<file path="src/rtl/alct_adc_scanner.sv">
// Scans NCH channels of a serial ADC. Results are pipelined: each transaction
// shifts in the conversion started by the previous command, so a scan needs NCH+1.
module alct_adc_scanner #(
  parameter int NCH      = 11,
  parameter int SCK_HALF = 2,
  parameter int T_CSS    = 2,
  parameter int EOC_MIN  = 4,
  parameter int EOC_TMO  = 1024
) (
  input  logic        clock_mez,
  input  logic        nrst,
  input  logic        start,
  input  logic        continuous,
  output logic        busy,
  output logic        done,
  output logic        err_tmo,
  input  logic        err_clr,
  input  logic [3:0]  rd_addr,
  output logic [11:0] rd_data,
  output logic        adc_ncs,
  output logic        adc_sck,
  output logic        adc_sdi,
  input  logic        adc_sdo,
  input  logic        adc_eoc
);

  localparam int CW = $clog2(T_CSS + SCK_HALF + EOC_MIN + EOC_TMO + 1);
  localparam logic [CW-1:0] CSS_LAST  = CW'(T_CSS - 1);
  localparam logic [CW-1:0] HALF_LAST = CW'(SCK_HALF - 1);
  localparam logic [CW-1:0] EOC_ARM   = CW'(EOC_MIN);
  localparam logic [CW-1:0] TMO_LAST  = CW'(EOC_MIN + EOC_TMO - 1);
  localparam logic [3:0]    K_LAST    = 4'(NCH);

  typedef enum logic [1:0] {IDLE, CS_SETUP, SHIFT, WAIT_EOC} state_t;

  state_t        state_q, state_d;
  logic [CW-1:0] cnt_q, cnt_d;
  logic [3:0]    k_q, k_d;
  logic [3:0]    bit_q, bit_d;
  logic [11:0]   cmd_q, cmd_d;
  logic [11:0]   din_q, din_d;
  logic          ncs_q, ncs_d;
  logic          sck_q, sck_d;
  logic          sdi_q, sdi_d;
  logic          busy_q, busy_d;
  logic          done_q, done_d;
  logic          err_q, err_d;
  logic [11:0]   rd_q, rd_d;
  logic [11:0]   result_q [NCH];

  logic          wr_en;
  logic [3:0]    wr_idx;
  logic          tmo;
  logic [3:0]    k_nx;
  logic [11:0]   nx_cmd;

  function automatic logic [11:0] cmd_word(input logic [3:0] k);
    return (k < K_LAST) ? {k, 8'h00} : '0;
  endfunction

  always_comb begin
    state_d = state_q;
    cnt_d   = cnt_q;
    k_d     = k_q;
    bit_d   = bit_q;
    cmd_d   = cmd_q;
    din_d   = din_q;
    ncs_d   = ncs_q;
    sck_d   = sck_q;
    sdi_d   = sdi_q;
    busy_d  = busy_q;
    done_d  = 1'b0;
    err_d   = err_q;
    wr_en   = 1'b0;
    wr_idx  = k_q - 4'd1;
    tmo     = 1'b0;
    k_nx    = (state_q == IDLE) ? 4'd0 : k_q + 4'd1;
    nx_cmd  = cmd_word(k_nx);

    unique case (state_q)
      IDLE: begin
        if (start || (continuous && done_q)) begin
          state_d = CS_SETUP;
          cnt_d   = '0;
          k_d     = k_nx;
          busy_d  = 1'b1;
          ncs_d   = 1'b0;
          cmd_d   = nx_cmd;
          sdi_d   = nx_cmd[11];
        end
      end
      CS_SETUP: begin
        if (cnt_q == CSS_LAST) begin
          state_d = SHIFT;
          cnt_d   = '0;
          bit_d   = '0;
        end else begin
          cnt_d = cnt_q + 1'b1;
        end
      end
      SHIFT: begin
        if (cnt_q == HALF_LAST) begin
          cnt_d = '0;
          sck_d = ~sck_q;
          if (!sck_q) begin
            din_d = {din_q[10:0], adc_sdo};
          end else if (bit_q == 4'd11) begin
            // 12th falling edge closes the frame; din_q already holds all 12 bits
            state_d = WAIT_EOC;
            ncs_d   = 1'b1;
            sck_d   = 1'b0;
            sdi_d   = 1'b0;
            wr_en   = (k_q != 4'd0);
          end else begin
            bit_d = bit_q + 4'd1;
            cmd_d = {cmd_q[10:0], 1'b0};
            sdi_d = cmd_q[10];
          end
        end else begin
          cnt_d = cnt_q + 1'b1;
        end
      end
      WAIT_EOC: begin
        cnt_d = cnt_q + 1'b1;
        if (cnt_q >= EOC_ARM && (adc_eoc || cnt_q == TMO_LAST)) begin
          tmo   = ~adc_eoc;
          cnt_d = '0;
          if (k_q == K_LAST) begin
            state_d = IDLE;
            done_d  = 1'b1;
            busy_d  = 1'b0;
          end else begin
            state_d = CS_SETUP;
            k_d     = k_nx;
            ncs_d   = 1'b0;
            cmd_d   = nx_cmd;
            sdi_d   = nx_cmd[11];
          end
        end
      end
      default: state_d = IDLE;
    endcase

    if (tmo) begin
      err_d = 1'b1;
    end else if (err_clr) begin
      err_d = 1'b0;
    end

    rd_d = (rd_addr < K_LAST) ? result_q[rd_addr] : '0;
  end

  always_ff @(posedge clock_mez) begin
    if (!nrst) begin
      state_q <= IDLE;
      cnt_q   <= '0;
      k_q     <= '0;
      bit_q   <= '0;
      cmd_q   <= '0;
      din_q   <= '0;
      ncs_q   <= 1'b1;
      sck_q   <= 1'b0;
      sdi_q   <= 1'b0;
      busy_q  <= 1'b0;
      done_q  <= 1'b0;
      err_q   <= 1'b0;
      rd_q    <= '0;
    end else begin
      state_q <= state_d;
      cnt_q   <= cnt_d;
      k_q     <= k_d;
      bit_q   <= bit_d;
      cmd_q   <= cmd_d;
      din_q   <= din_d;
      ncs_q   <= ncs_d;
      sck_q   <= sck_d;
      sdi_q   <= sdi_d;
      busy_q  <= busy_d;
      done_q  <= done_d;
      err_q   <= err_d;
      rd_q    <= rd_d;
    end
  end

  always_ff @(posedge clock_mez) begin
    if (!nrst) begin
      for (int unsigned i = 0; i < NCH; i++) begin
        result_q[i] <= '0;
      end
    end else if (wr_en) begin
      result_q[wr_idx] <= din_q;
    end
  end

  assign busy    = busy_q;
  assign done    = done_q;
  assign err_tmo = err_q;
  assign rd_data = rd_q;
  assign adc_ncs = ncs_q;
  assign adc_sck = sck_q;
  assign adc_sdi = sdi_q;

endmodule

</file>
<file path="config.mk">
export PLATFORM = sky130hd
export DESIGN_NAME = alct_adc_scanner
export DESIGN_NICKNAME = d
export VERILOG_FILES = /design/src/rtl/alct_adc_scanner.sv
export SDC_FILE = /design/constraint.sdc
export NUM_CORES = 1
export LEC_CHECK = 0
export BUFFER_PORTS_ARGS = -buffer_cell sky130_fd_sc_hd__buf_2
export CAP_MARGIN = 5
export CORE_UTILIZATION = 55
export CTS_CLUSTER_DIAMETER = 60
export DETAILED_ROUTE_END_ITERATION = 10
export PLACE_DENSITY_LB_ADDON = 0.1
export SYNTH_ARGS = -nofsm -noshare
export SYNTH_HDL_FRONTEND = slang
export SYNTH_SLANG_ARGS = --single-unit
</file>
<file path="constraint.sdc">
create_clock -name clock_mez -period 3.11 [get_ports clock_mez]
set_input_delay 0.4665 -clock clock_mez [delete_from_list [all_inputs] [get_ports clock_mez]]
set_output_delay 0.4665 -clock clock_mez [all_outputs]
set_load 0.02 [all_outputs]
</file>
==> flow_summary.yaml <==
sta:
  hold_viol: 0
  worst_slew_pin_slew_ps: 1090
  fin_crit_sh: 0.920
  post-route-min-period_ps: 2860
  clock.fmax_mhz: 350
  maxSlewViolCount: 0
  setup_viol: 0
  setup_tns_ps: 0
  rsz0062_at_grt: "false"
  whs_ps: 277
  timing.slew.headroom: 0.274
  fin_worst_skew_ps: 6.82
die:
  ios: 29
  die_width_um: 130
  die_y_um: 130
  rows: 46
  start_util: 0.565
  core_mm2: 0.0159
  dieArea_mm2: 0.0168
grt:
  first_global_vias: 5651
  grt_start_max_net_pins: 61
  antenna_found_initial: 0
  globalRouteOverflowTotal: 0
  track_usage: 0.252
  grt_pass1_wl_um: 31400
cts:
  path_clk_slew_ps: 70
  tritoncts: "built"
  htreeDepth: 4
  post-cts-setup-buffer-count: 0
  cts_sinks: 186
  clk_path_buf_depth: 2
  ctsHoldBuffers: 0
  cts.repair.resized: 0
  cts_buffers: 17
  clock_latency_ps: 430
  root_buffer: "clkbuf_16"
placed_design:
  gp_congestion: 0.860
  place_inst: 972
  dp_hpwl_um: 13900
  port_buffers: 28
logic_synthesis:
  avgSynthCellArea_um2: 11.9
  synth_compound_area_frac: 0.0692
  synth_top_family_by_area: "simple AND/OR/NAND/NOR gates"
  synth-adder-area-share: 0.0153
  synth.area.mux_share: 0.118
  synth_top_cell_area_share: 0.402
  synth-seq-cells: 186
  syn-num-nets: 777
  synth_top_cells_by_area: "edfxtp_1, dfxtp_1, and2_1"
  seq_area_frac_synth: 0.549
  syn-cell-area_mm2: 0.00897
  synth_top_area_cell: "edfxtp_1"
  syn_inst: 755
  yosysWarnings: 0
  synth_edf_count: 120
  yosys_most_used_dff: "edfxtp_1"
  ys_types: 68
  synth_xor_xnor_area_share: 0.00976
  synth-simple-area-share: 0.199
  synthArstFlopShare: 0
finish:
  fin_cells: 1004
  multi_input_area_mm2: 0.00370
  n_fill_cell: 1258
  layout_common_cells: "and2_1, edfxtp_1, dfxtp_1"
  antenna_cells: 0
  register_area_mm2: 0.00492
  fin_nets: 797
  area_growth_pct: 11.3
  drive_above_1_share: 0.170
  final_common_cell: "and2_1"
critical_path:
  cp_max_fo: 13
  critPathLaunchType: "flop"
  worst_ep_arrival_time_ps: 2990
  timing_worst_setup_path_type: "reg -> reg"
  cp_slowest_stage_delay_ps: 430
  path_buf_inv: 3
  timing.rr.start: "state_q[0]"
  crit_chain: "inv_1 -> ha_2 -> inv_1 -> a211oi_1 -> nand4_2 -> nor3_2 -> nand2b_1 -> buf_4"
  path_delay_family: "simple AND/OR/NAND/NOR gates"
  crit_top_cell: "inv_1"
  crit_path_end_kind: "flop"
  crit_slowest_cell: "nand4_2"
  crit_start: "state_q[0]"
  cp_data_required_time_ps: 3240
power_and_ir_drop:
  cellPowerDensity_mw_per_mm2: 599
  comb_power_share: 0.146
  p_int_uw: 4420
  switching_share: 0.261
  ir_worst_vdd_uv: 429
  p_leak_uw: 0.00360
  power_switching_uw: 1560
  power.share.clock: 0.383
  seqPwrFrac: 0.471
drt:
  drtIter0Drc: 478
  drc_errors: 0
  vias: 5904
  wl_um: 19600
  antenna_left: 0
  avgRoutedWirePerCell_um: 19.6
  vias_per_cell: 5.88
  drt-pass1-iter-count: 5
run:
  maxCapViolCount: 0
worst_hold_path:
  hold_class: "in -> reg"
  worstHoldStart: "adc_sdo"
status:
  status: "completed"
==> cell type report <==
type                       count  share of cell area
sequential                   186               0.493
timing repair buffer          57              0.0371
clock inverter                11              0.0157
clock buffer                  21              0.0472
tap                          216              0.0270
multi-input combinational    486               0.370
inverter                      27              0.0101
==> kinds of logic after synthesis <==
| family | after synthesis |
|---|---|
| and+or+nand+nor | 297 |
| xor gates and xnor gates | 10 |
| buffers and inverters | 83 |
| AOI/OAI and AO/OA | 92 |
| DFF | 186 |
| muxes | 76 |
| adders and majority gates | 11 |
==> metal layers <==
metal,up-vias,part of all wire,GRT usage
li1,2791,-,-
met1,2920,0.47,0.363
met2,173,0.47,0.388
met3,20,0.052,0.0500
met4,0,0.012,0.0766
met5,-,0,0
==> metrics by stage <==
| stage | cell area [um2] | total power [uW] | worst slack, ps | utilization |
|---|---|---|---|---|
| finish | 9990 | 5980 | 249 | 0.629 |
| global route | 9990 | 6190 | 83.4 | 0.629 |
| CTS | 9990 | 5980 | 205 | 0.629 |
| detailed placement | 9360 | 3730 | 205 | 0.589 |
| global placement | 9360 | 3690 | 436 | 0.589 |
| floorplan | 8970 | 3480 | 49.9 | - |
==> sequential cells by signal (all words and copies together) (netlist names), 2 cells and up <==
name / flops
bit_q: 4
cnt_q: 11
result_q: 132
rd_data: 12
cmd_q: 3
k_q: 4
state_q: 2
din_q: 12
==> worst min-delay path, cell delays in order <==
cell	delay, ps
buf_2	70
mux2i_1	60
nor2_1	70
==> power groups by stage <==
stage | combinational [uW] | clock, uW | sequential, uW
5_1_grt | 963 | 2400 | 2830
2_1_floorplan | 605 | 0 | 2880
4_1_cts | 860 | 2310 | 2820
3_3_place_gp | 824 | 0 | 2860
6_report | 875 | 2290 | 2820
3_5_place_dp | 857 | 0 | 2870
==> cells in the mapped netlist, drive strengths merged, types with 12 or more instances <==
| cell type | count |
|---|---|
| a21oi | 16 |
| and2 | 123 |
| buf | 18 |
| clkbuf | 38 |
| dfxtp | 66 |
| edfxtp | 120 |
| inv | 27 |
| mux2i | 52 |
| mux4 | 24 |
| nand2 | 44 |
| nand3 | 19 |
| nor2 | 27 |
| nor3 | 15 |
| nor4 | 17 |
| o21ai | 19 |
| o22ai | 12 |
==> worst paths after layout <==
path	to	slack, ps	cells after the start
max	result_q[5][7]	250	8
min	din_q[0]	280	3
max reg2reg	result_q[5][7]	250	8
min reg2reg	result_q[10][4]	460	2
Note: power is estimated with default switching activity, not from simulation.
